--- config.mk ---
export PLATFORM = sky130hd
export DESIGN_NAME = sysarr_output_collector
export DESIGN_NICKNAME = d
export VERILOG_FILES = /design/src/rtl/sysarr_output_collector.sv
export SDC_FILE = /design/constraint.sdc
export NUM_CORES = 1
export LEC_CHECK = 0
export CORE_ASPECT_RATIO = 0.75
export CORE_MARGIN = 4
export CORE_UTILIZATION = 25
export DETAILED_ROUTE_END_ITERATION = 8
export PLACE_DENSITY = 0.43
export SYNTH_ARGS = -nofsm -noshare
export SYNTH_HDL_FRONTEND = slang
export SYNTH_SLANG_ARGS = --single-unit
--- constraint.sdc ---
create_clock -name clk -period 16.7 [get_ports clk]
set_input_delay 2.505 -clock clk [delete_from_list [all_inputs] [get_ports clk]]
set_output_delay 2.505 -clock clk [all_outputs]
set_load 0.01 [all_outputs]
--- src/rtl/sysarr_output_collector.sv ---
// ---------------------------------------------------------------------------
// sysarr_output_collector
//   Collects result rows from the systolic array into two ping-pong banks of
//   N rows each. Rows may arrive in any order. A bank whose row mask is
//   complete is streamed to writeback one row per valid/ready handshake, in
//   row order 0..N-1, tagged with a wrapping tile sequence number.
//   collector_full tells the array control path to hold out_en.
//
//   Optional feature macro: SYSARR_COLLECT_FLUSH_EN
//     When defined, a partially filled bank is promoted to FULL once the array
//     reports `drained` for two consecutive cycles. Rows that were never
//     written drain as zero. When undefined, `drained` is ignored.
// ---------------------------------------------------------------------------
module sysarr_output_collector #(
    parameter int N      = 4,
    parameter int WIDTH  = 16,
    parameter int TILE_W = 8
) (
    input  logic                  clk,
    input  logic                  nRST,
    input  logic                  out_en,
    input  logic [$clog2(N)-1:0]  row_out,
    input  logic [N*WIDTH-1:0]    array_output,
    input  logic                  drained,
    output logic                  wb_valid,
    input  logic                  wb_ready,
    output logic [N*WIDTH-1:0]    wb_data,
    output logic [$clog2(N)-1:0]  wb_row,
    output logic [TILE_W-1:0]     wb_tile,
    output logic                  wb_last,
    output logic                  collector_full,
    output logic                  overflow_err
);

    localparam int RW = $clog2(N);
    localparam int DW = N * WIDTH;

    typedef enum logic [1:0] {
        B_EMPTY    = 2'd0,
        B_FILLING  = 2'd1,
        B_FULL     = 2'd2,
        B_DRAINING = 2'd3
    } bank_state_t;

    typedef enum logic {
        D_IDLE = 1'b0,
        D_SEND = 1'b1
    } drain_state_t;

    // Bank bookkeeping (registered) and its next-state values.
    bank_state_t       bank_state   [2];
    bank_state_t       bank_state_n [2];
    logic [N-1:0]      mask         [2];
    logic [N-1:0]      mask_n       [2];
    logic [DW-1:0]     bank_data    [2][N];

    logic              fill_ptr;
    logic              fill_ptr_n;
    logic              drain_ptr;
    logic              other_ptr;
    drain_state_t      d_state;
    drain_state_t      d_state_n;
    logic [RW-1:0]     rcnt;
    logic              collector_full_n;

    // Per-cycle decode.
    logic              hs;
    logic              last_hs;
    logic [1:0]        freeing;
    logic              fill_writable;
    logic              wr_en;
    logic [N-1:0]      row_bit;
    logic [N-1:0]      fill_mask_new;
    logic              fill_complete;
    logic              flush_fire;
    logic              promote;
    logic [1:0]        becomes_full;
    logic              start;
    logic              start_bank;
    logic [DW-1:0]     rd_row;

    assign other_ptr = ~drain_ptr;
    assign row_bit   = {{(N-1){1'b0}}, 1'b1} << row_out;

    // The drain FSM is registered, so wb_valid comes straight from a flop.
    assign wb_valid = (d_state == D_SEND);
    assign hs       = wb_valid && wb_ready;
    assign last_hs  = hs && (rcnt == RW'(N - 1));
    assign freeing  = {last_hs && drain_ptr, last_hs && !drain_ptr};

    // A bank accepts rows while EMPTY/FILLING, or in the very cycle its drain
    // completes (it then restarts as FILLING holding only the new row).
    assign fill_writable = (bank_state[fill_ptr] == B_EMPTY)   ||
                           (bank_state[fill_ptr] == B_FILLING) ||
                           freeing[fill_ptr];
    assign wr_en         = out_en && !collector_full && fill_writable;

    assign fill_mask_new = (freeing[fill_ptr] ? {N{1'b0}} : mask[fill_ptr]) |
                           (wr_en ? row_bit : {N{1'b0}});
    assign fill_complete = wr_en && (&fill_mask_new);

`ifdef SYSARR_COLLECT_FLUSH_EN
    logic drained_q;

    // Promote a partial bank once the array has been idle for two cycles.
    assign flush_fire = drained && drained_q && !fill_complete &&
                        (bank_state[fill_ptr] == B_FILLING) && !freeing[fill_ptr];
`else
    logic unused_drained;

    assign unused_drained = drained;
    assign flush_fire     = 1'b0;
`endif

    assign promote      = fill_complete || flush_fire;
    assign becomes_full = {promote && fill_ptr, promote && !fill_ptr};
    assign fill_ptr_n   = promote ? ~fill_ptr : fill_ptr;

    // Drain FSM next state: start on a bank that is FULL now or becomes FULL
    // this cycle, and chain straight into the other bank after the last beat.
    always_comb begin
        // NOTE: every always_comb output gets a default first; a path that
        // leaves one unassigned would infer a latch.
        d_state_n  = d_state;
        start      = 1'b0;
        start_bank = drain_ptr;
        case (d_state)
            D_IDLE: begin
                if ((bank_state[drain_ptr] == B_FULL) || becomes_full[drain_ptr]) begin
                    d_state_n  = D_SEND;
                    start      = 1'b1;
                    start_bank = drain_ptr;
                end
            end
            D_SEND: begin
                if (last_hs) begin
                    if ((bank_state[other_ptr] == B_FULL) || becomes_full[other_ptr]) begin
                        d_state_n  = D_SEND;
                        start      = 1'b1;
                        start_bank = other_ptr;
                    end else begin
                        d_state_n  = D_IDLE;
                    end
                end
            end
            default: d_state_n = D_IDLE;
        endcase
    end

    // Bank state/mask next values: free, then fill, then promote, then claim.
    always_comb begin
        collector_full_n = 1'b1;
        for (int b = 0; b < 2; b++) begin
            bank_state_n[b] = bank_state[b];
            mask_n[b]       = mask[b];
            if (freeing[b]) begin
                bank_state_n[b] = B_EMPTY;
                mask_n[b]       = {N{1'b0}};
            end
            if (wr_en && (fill_ptr == 1'(b))) begin
                bank_state_n[b] = B_FILLING;
                mask_n[b]       = fill_mask_new;
            end
            if (becomes_full[b]) begin
                bank_state_n[b] = B_FULL;
            end
            if (start && (start_bank == 1'(b))) begin
                bank_state_n[b] = B_DRAINING;
            end
            if ((bank_state_n[b] != B_FULL) && (bank_state_n[b] != B_DRAINING)) begin
                collector_full_n = 1'b0;
            end
        end
    end

    // Control state registers with synchronous active-low reset.
    always_ff @(posedge clk) begin
        // NOTE: sequential state uses non-blocking (<=) so every flop samples
        // the pre-edge values regardless of statement order.
        if (!nRST) begin
            for (int b = 0; b < 2; b++) begin
                bank_state[b] <= B_EMPTY;
                mask[b]       <= {N{1'b0}};
            end
            fill_ptr       <= 1'b0;
            drain_ptr      <= 1'b0;
            d_state        <= D_IDLE;
            rcnt           <= {RW{1'b0}};
            wb_tile        <= {TILE_W{1'b0}};
            collector_full <= 1'b0;
            overflow_err   <= 1'b0;
        end else begin
            for (int b = 0; b < 2; b++) begin
                bank_state[b] <= bank_state_n[b];
                mask[b]       <= mask_n[b];
            end
            fill_ptr       <= fill_ptr_n;
            d_state        <= d_state_n;
            collector_full <= collector_full_n;
            overflow_err   <= overflow_err | (out_en && collector_full);
            if (hs) begin
                rcnt <= rcnt + RW'(1);
            end
            if (last_hs) begin
                drain_ptr <= ~drain_ptr;
                wb_tile   <= wb_tile + TILE_W'(1);
            end
        end
    end

`ifdef SYSARR_COLLECT_FLUSH_EN
    // Remember last cycle's drained so flush needs two consecutive cycles.
    always_ff @(posedge clk) begin
        if (!nRST) begin
            drained_q <= 1'b0;
        end else begin
            drained_q <= drained;
        end
    end
`endif

    // Row storage write port.
    always_ff @(posedge clk) begin
        // NOTE: the bank RAM is deliberately not reset; the row masks say
        // which entries are meaningful, so clearing the data buys nothing.
        if (wr_en) begin
            bank_data[fill_ptr][row_out] <= array_output;
        end
    end

    // Writeback read path; rows never written (flushed tile) read as zero.
    always_comb begin
        rd_row  = bank_data[drain_ptr][rcnt];
        wb_data = {DW{1'b0}};
        if (wb_valid && mask[drain_ptr][rcnt]) begin
            wb_data = rd_row;
        end
    end

    assign wb_row  = rcnt;
    assign wb_last = wb_valid && (rcnt == RW'(N - 1));

endmodule

==> reports/results.tsv, run 1 <==
metric	value	unit
outcome	completed	
setup TNS	0	ns
setup repair after global routing missed its margin	no	
post-CTS sizing	0	
routed length per instance	21.3	microns
reg2reg end	bank_data[1][245]	
horizontal extent of the die	342	microns
Relative slew margins	41.4	%
Die Footprint	88500	sq um
count of input and output buffers	147	
EDFF count, synth	520	
Final Hold Fails	0	
top cell type's share of synthesized area	74.6	%
reg2reg setup slack	11.45	ns
Post-Synthesis Net Count	1059	
clock period minus final worst setup slack	7.24	ns
total of warnings raised by yosys	0	
maximum level of the CTS H-tree	2	
Chip Height	259	microns
All-Layer GR Usage	11.1	%
Area Overhead vs Synth	22.8	%
transition time at the pin with the least slew margin	0.879	ns
Detailed Route Iter0 Violations	509	
Detailed Routing Iterations Pass 1	5	
Power per Cell Area	114	nW/um^2
clock net sink count	541	
Clk Latency, worst-skew pair	0.62	ns
clock skew after layout	0.0132	ns
Final Core Density	31.1	%
number of global-route vias before repair	10331	
number of distinct library cells after synthesis	48	
antenna violations before repair	5	
Synth Flop Type	edfxtp_1	
worst-path cell chain	buf_4 -> buf_4 -> mux4_2 -> mux2i_1 -> nor2_1 -> clkdlybuf4s50_1	
fillcell total	8054	
synthesized area per cell	21.3	sq um
total setup violations reported at the end of the flow	0	
Max Buffers Root-to-Sink	3	
Crit path max-delay family	buffers and inverters	
post-route DRC violation count	0	
share of cells above drive strength 1	21.9	%
reg2reg path depth	11	
Async S/R FF share, synth	0	%
vias per cell	4.23	
count of vias placed by the detailed router	9861	
sequential-to-total area share from yosys stat	76.6	%
clock tree from TritonCTS	yes	
nature of the critical path startpoint	flip-flop	
first-pass GRT wire length	71.8	mm
CP arrival	4.73	ns
total length of routed wires	49.5	mm
area taken by multi-input logic gates	4620	sq um
clk slew on worst S/H paths	0.07	ns
Worst path most repeated cell	buf_4	
count of buffering cells on the critical path with inverters included	3	
max cap viols	0	
overflow left after global routing	0	
initial core utilization	25.3	%
area of all sequential standard cells	16000	sq um
total of flip-flops plus latches after synthesis	541	
weighted congestion reported at the end of routability-driven placement	0.665	
Max Transition Viols Final	0	
Num CTS Buffers	58	
class of the tightest hold or removal check	flip-flop to flip-flop	
Worst path slowest cell	dfxtp_4	
Data required, critical path	14.20	ns
Worst R2R Start	wb_row[0]	
Boundary Pins	149	
cell taking the most area after synthesis	edfxtp_1	
Leakage	7.64	nW
post-synthesis instance area	20900	sq um
synthesized instance count	982	
worst-path fanout max	36	
crit path capture type	output port	
root buffer cell	clkbuf_16	
Final ANT Viol Nets	0	
placeable core region	82700	sq um
critical path type	flip-flop to output port	
beginning of the worst hold path	overflow_err	
most frequent standard cell in the layout excluding fill and tap cells	edfxtp_1	
part of the cycle the worst path needs	43.3	%
maximum vdd ir drop	0.0694	mV
commonest cells after routing, fill and taps aside	edfxtp_1 (520), clkdlybuf4s50_1 (147), mux4_2 (130), nor2_1 (90), mux2i_1 (70)	
Largest stage delay, worst path	0.83	ns
CTS Hold Bufs	0	
pin count of the biggest net entering global routing	53	
Fmax achieved	138	MHz
# nets final	1240	
Row Count	91	
total half-perimeter wirelength after legalization and detailed placement	26.8	mm
last element of the critical path	wb_data[2]	
top cells by area in the synthesized netlist	edfxtp_1 (75%), mux4_2 (14%), mux2i_1 (3.3%)	
buffer count from post-CTS setup fixing	0	
critical path depth in cells	6	
[worst min path at each step]
stage                    to  cells after the start
2_1_floorplan  overflow_err                      2
3_3_place_gp   overflow_err                      2
3_5_place_dp   overflow_err                      2
4_1_cts        overflow_err                      2
5_1_grt        overflow_err                      2
6_report       overflow_err                      2
[cell families after synthesis]
group | synth area share [%]
adder cells (fa/ha/maj) | 0.359
flip-flops | 76.6
XOR/XNOR | 0.335
AND/OR/NAND/NOR | 2.69
AO/OA/AOI/OAI | 0.968
buffers and inverters | 1.58
multiplexers | 17.5
[layer usage]
| layer | share of wire [%] | GRT usage, % |
|---|---|---|
| met5 | 0.055 | 0 |
| met2 | 48 | 17.8 |
| met4 | 1.7 | 2.87 |
| met3 | 5.1 | 2.72 |
| met1 | 45 | 15.1 |
[worst reg2reg max path: stages, from the launching register on]
cell and delay (ns):
dfxtp_4 0.88, buf_4 0.77, ha_1 0.30, nand3_1 0.22, clkinv_1 0.28, ha_1 0.28
mux2_4 0.23, o21ai_1 0.11, or2_2 0.45, nor3_2 0.15, buf_4 0.58, buf_4 0.63
[state kept, by name, indices dropped and copies added (netlist names), named ones only]
name and flops:
bank_data 512, mask 8, wb_tile 8, bank_state 4, wb_row 2, collector_full 1, drain_ptr 1, fill_ptr 1
overflow_err 1, wb_valid 1
[power by group]
group / internal, mW / switching [mW] / leakage (nW) / total (mW)
clock: 0.765 / 0.545 / 0.927 / 1.31
sequential: 1.51 / 0.00823 / 4.91 / 1.52
combinational: 0.0449 / 0.0584 / 1.80 / 0.103
[cell type report]
type	instances	area share (%)
Antenna cell	2	0.0195
Clock buffer	64	5.73
Tap cell	1116	5.43
Inverter	9	0.131
Clock inverter	45	1.88
Sequential cell	541	62.4
Timing Repair Buffer	171	6.42
Multi-Input combinational cell	382	18.0
[cell usage after synthesis (7+ instances only)]
cell      count
buf_4        15
nand2_1      15
mux2i_1      70
nor2_1       96
mux4_2      130
inv_1         8
dfxtp_1      21
edfxtp_1    520
nand3_1       7
a21oi_1      10
clkbuf_1      8
buf_2        18
[stage by stage]
step / cells / worst slack, ns / power [mW] / hold WS, ns / area, sq um
after floorplan: 982 / 8.05 / 1.60 / 0.502 / 20900
after global placement: 2219 / 9.75 / 1.66 / 0.448 / 23700
after CTS: 2328 / 9.08 / 2.99 / 0.490 / 25700
after detailed placement: 2219 / 9.76 / 1.66 / 0.475 / 23700
after global routing: 2328 / 8.89 / 3.06 / 0.519 / 25700
final: 2330 / 9.46 / 2.94 / 0.478 / 25700
Note: power is estimated with default switching activity, not from simulation.
==> inputs of run 2 (changes only) <==
PLACE_DENSITY = 0.44   (was 0.43)
clock period = 5.8 ns   (was 16.7 ns; I/O delays follow)
==> reports/results.tsv, run 2 (same netlist as run 1, synthesis figures left out) <==
metric	value	unit
fraction of power consumed by the clock network	44.4	%
Area Overhead vs Synth	23.1	%
clock net sink count	541	
GRT busiest layer	met2	
overflow left after global routing	0	
Crit path max-delay family	buffers and inverters	
instance count after placement with tap cells included	2214	
vias per cell	4.24	
Post-Layout Inst Area	25800	sq um
CTS Hold Bufs	0	
class of the tightest hold or removal check	flip-flop to flip-flop	
clock tree from TritonCTS	yes	
buffer count from post-CTS setup fixing	0	
total setup violations reported at the end of the flow	0	
post-route DRC violation count	0	
critical path type	flip-flop to output port	
Detailed Route Iter0 Violations	567	
count of vias placed by the detailed router	9830	
part of the total power dissipated in sequential elements	52.0	%
net switching fraction of the power	20.1	%
registers with the most flip-flops	bank_data (512), mask (8), wb_tile (8)	
worst-path cell chain	mux4_2 -> mux2_2 -> nand2_4 -> buf_4 -> nor2_1 -> clkdlybuf4s50_1	
share of cells above drive strength 1	20.7	%
maximum level of the CTS H-tree	2	
All-Layer GR Usage	11.0	%
Data required, critical path	4.93	ns
count of input and output buffers	147	
register with the most flip-flops	bank_data	
root buffer cell	clkbuf_16	
Power per Cell Area	327	nW/um^2
number of cells in the finished layout apart from fillers	2319	
Final ANT Viol Nets	0	
Fmax achieved	215	MHz
first-pass GRT wire length	71.5	mm
total half-perimeter wirelength after legalization and detailed placement	25.0	mm
antenna violations before repair	6	
most frequent standard cell in the layout excluding fill and tap cells	edfxtp_1	
outcome	completed	
transition time at the pin with the least slew margin	1.10	ns
count of buffering cells on the critical path with inverters included	2	
met1 track demand over resource in global routing	14.2	%
worst hold stages	2	
met3 track demand over resource in global routing	2.75	%
Switching Power	1.69	mW
Max Buffers Root-to-Sink	3	
weighted congestion reported at the end of routability-driven placement	0.724	
Num CTS Buffers	56	
Leakage	7.64	nW
initial core utilization	25.3	%
total length of routed wires	48.6	mm
worst slack after detailed placement	1.55	ns
clock period minus final worst setup slack	4.65	ns
Max Transition Viols Final	0	
nature of the critical path startpoint	flip-flop	
Final Total Pwr	8.42	mW
clk slew on worst S/H paths	0.06	ns
critical path depth in cells	6	
maximum vdd ir drop	0.207	mV
commonest cells after routing, fill and taps aside	edfxtp_1 (520), clkdlybuf4s50_1 (147), mux4_2 (130), nor2_1 (90), mux2i_1 (70)	
setup repair after global routing missed its margin	no	
number of global-route vias before repair	10503	
Largest stage delay, worst path	0.80	ns
horizontal extent of the die	342	microns
worst-path fanout max	51	
worst setup margin	1.15	ns
setup TNS	0	ns
placed instance area	23800	sq um
pin count of the biggest net entering global routing	93	
fraction of power consumed by combinational cells	3.6	%
Detailed Routing Iterations Pass 1	4	
Clk Latency, worst-skew pair	0.61	ns
Worst path slowest cell	dfxtp_4	
Final Hold Fails	0	
Int Power	6.73	mW
reg2reg path depth	9	
Chip Height	259	microns
Relative slew margins	26.8	%
# nets final	1233	
post-CTS sizing	0	
routed length per instance	21.0	microns
clock skew after layout	0.0168	ns
max cap viols	0	
met2 demand-to-capacity share in global routing	18.5	%
Boundary Pins	149	
placeable core region	82700	sq um
CP arrival	3.78	ns
Die Footprint	88500	sq um
Row Count	91	
number of flip-flops in the largest register	512	
part of the cycle the worst path needs	80.1	%
crit path capture type	output port	
-- run 2: routing by layer --
layer | vias up | part of all wire [%]
met1 | 5189 | 43
met5 | - | 0.14
met3 | 65 | 5.3
met2 | 186 | 49
li1 | 4380 | -
met4 | 10 | 1.8
-- run 2: power groups by stage --
stage / registers, mW / clock network (mW) / logic [mW]
global route: 4.39 / 4.05 / 0.330
global placement: 4.46 / 0 / 0.306
floorplan: 4.46 / 0 / 0.142
detailed placement: 4.47 / 0 / 0.310
CTS: 4.38 / 3.88 / 0.311
finish: 4.38 / 3.74 / 0.301
-- run 2: layout make-up --
type | instances | area [sq um]
clock inverters | 40 | 460
inverters | 9 | 33.8
flip-flops and latches | 541 | 16000
diodes | 1 | 2.50
multi-input cells | 382 | 4630
fillers | 8108 | 56900
clock buffers | 64 | 1450
repair buffers | 166 | 1740
well taps | 1116 | 1400
-- run 2: metrics by stage --
step | utilization, % | hold slack (ns)
floorplan | - | 0.502
global placement | 28.9 | 0.453
detailed placement | 28.9 | 0.456
CTS | 31.2 | 0.472
global route | 31.2 | 0.500
finish | 31.2 | 0.469
-- run 2: final timing paths --
check	startpoint	slack (ns)	end
max	wb_row[0]	1.15	wb_data[1]
min	overflow_err	0.47	overflow_err
max reg2reg	wb_row[0]	1.92	bank_data[1][18]
min reg2reg	overflow_err	0.47	overflow_err
-- run 2: worst reg2reg max path: cells and delay by family, from the launching register on --
family          cells  cell delay [ns]
buf+inv             2             0.67
compound gates      1             0.11
mux                 1             0.22
fa+ha+maj           2             0.53
flops               1             0.80
simple gates        3             1.16
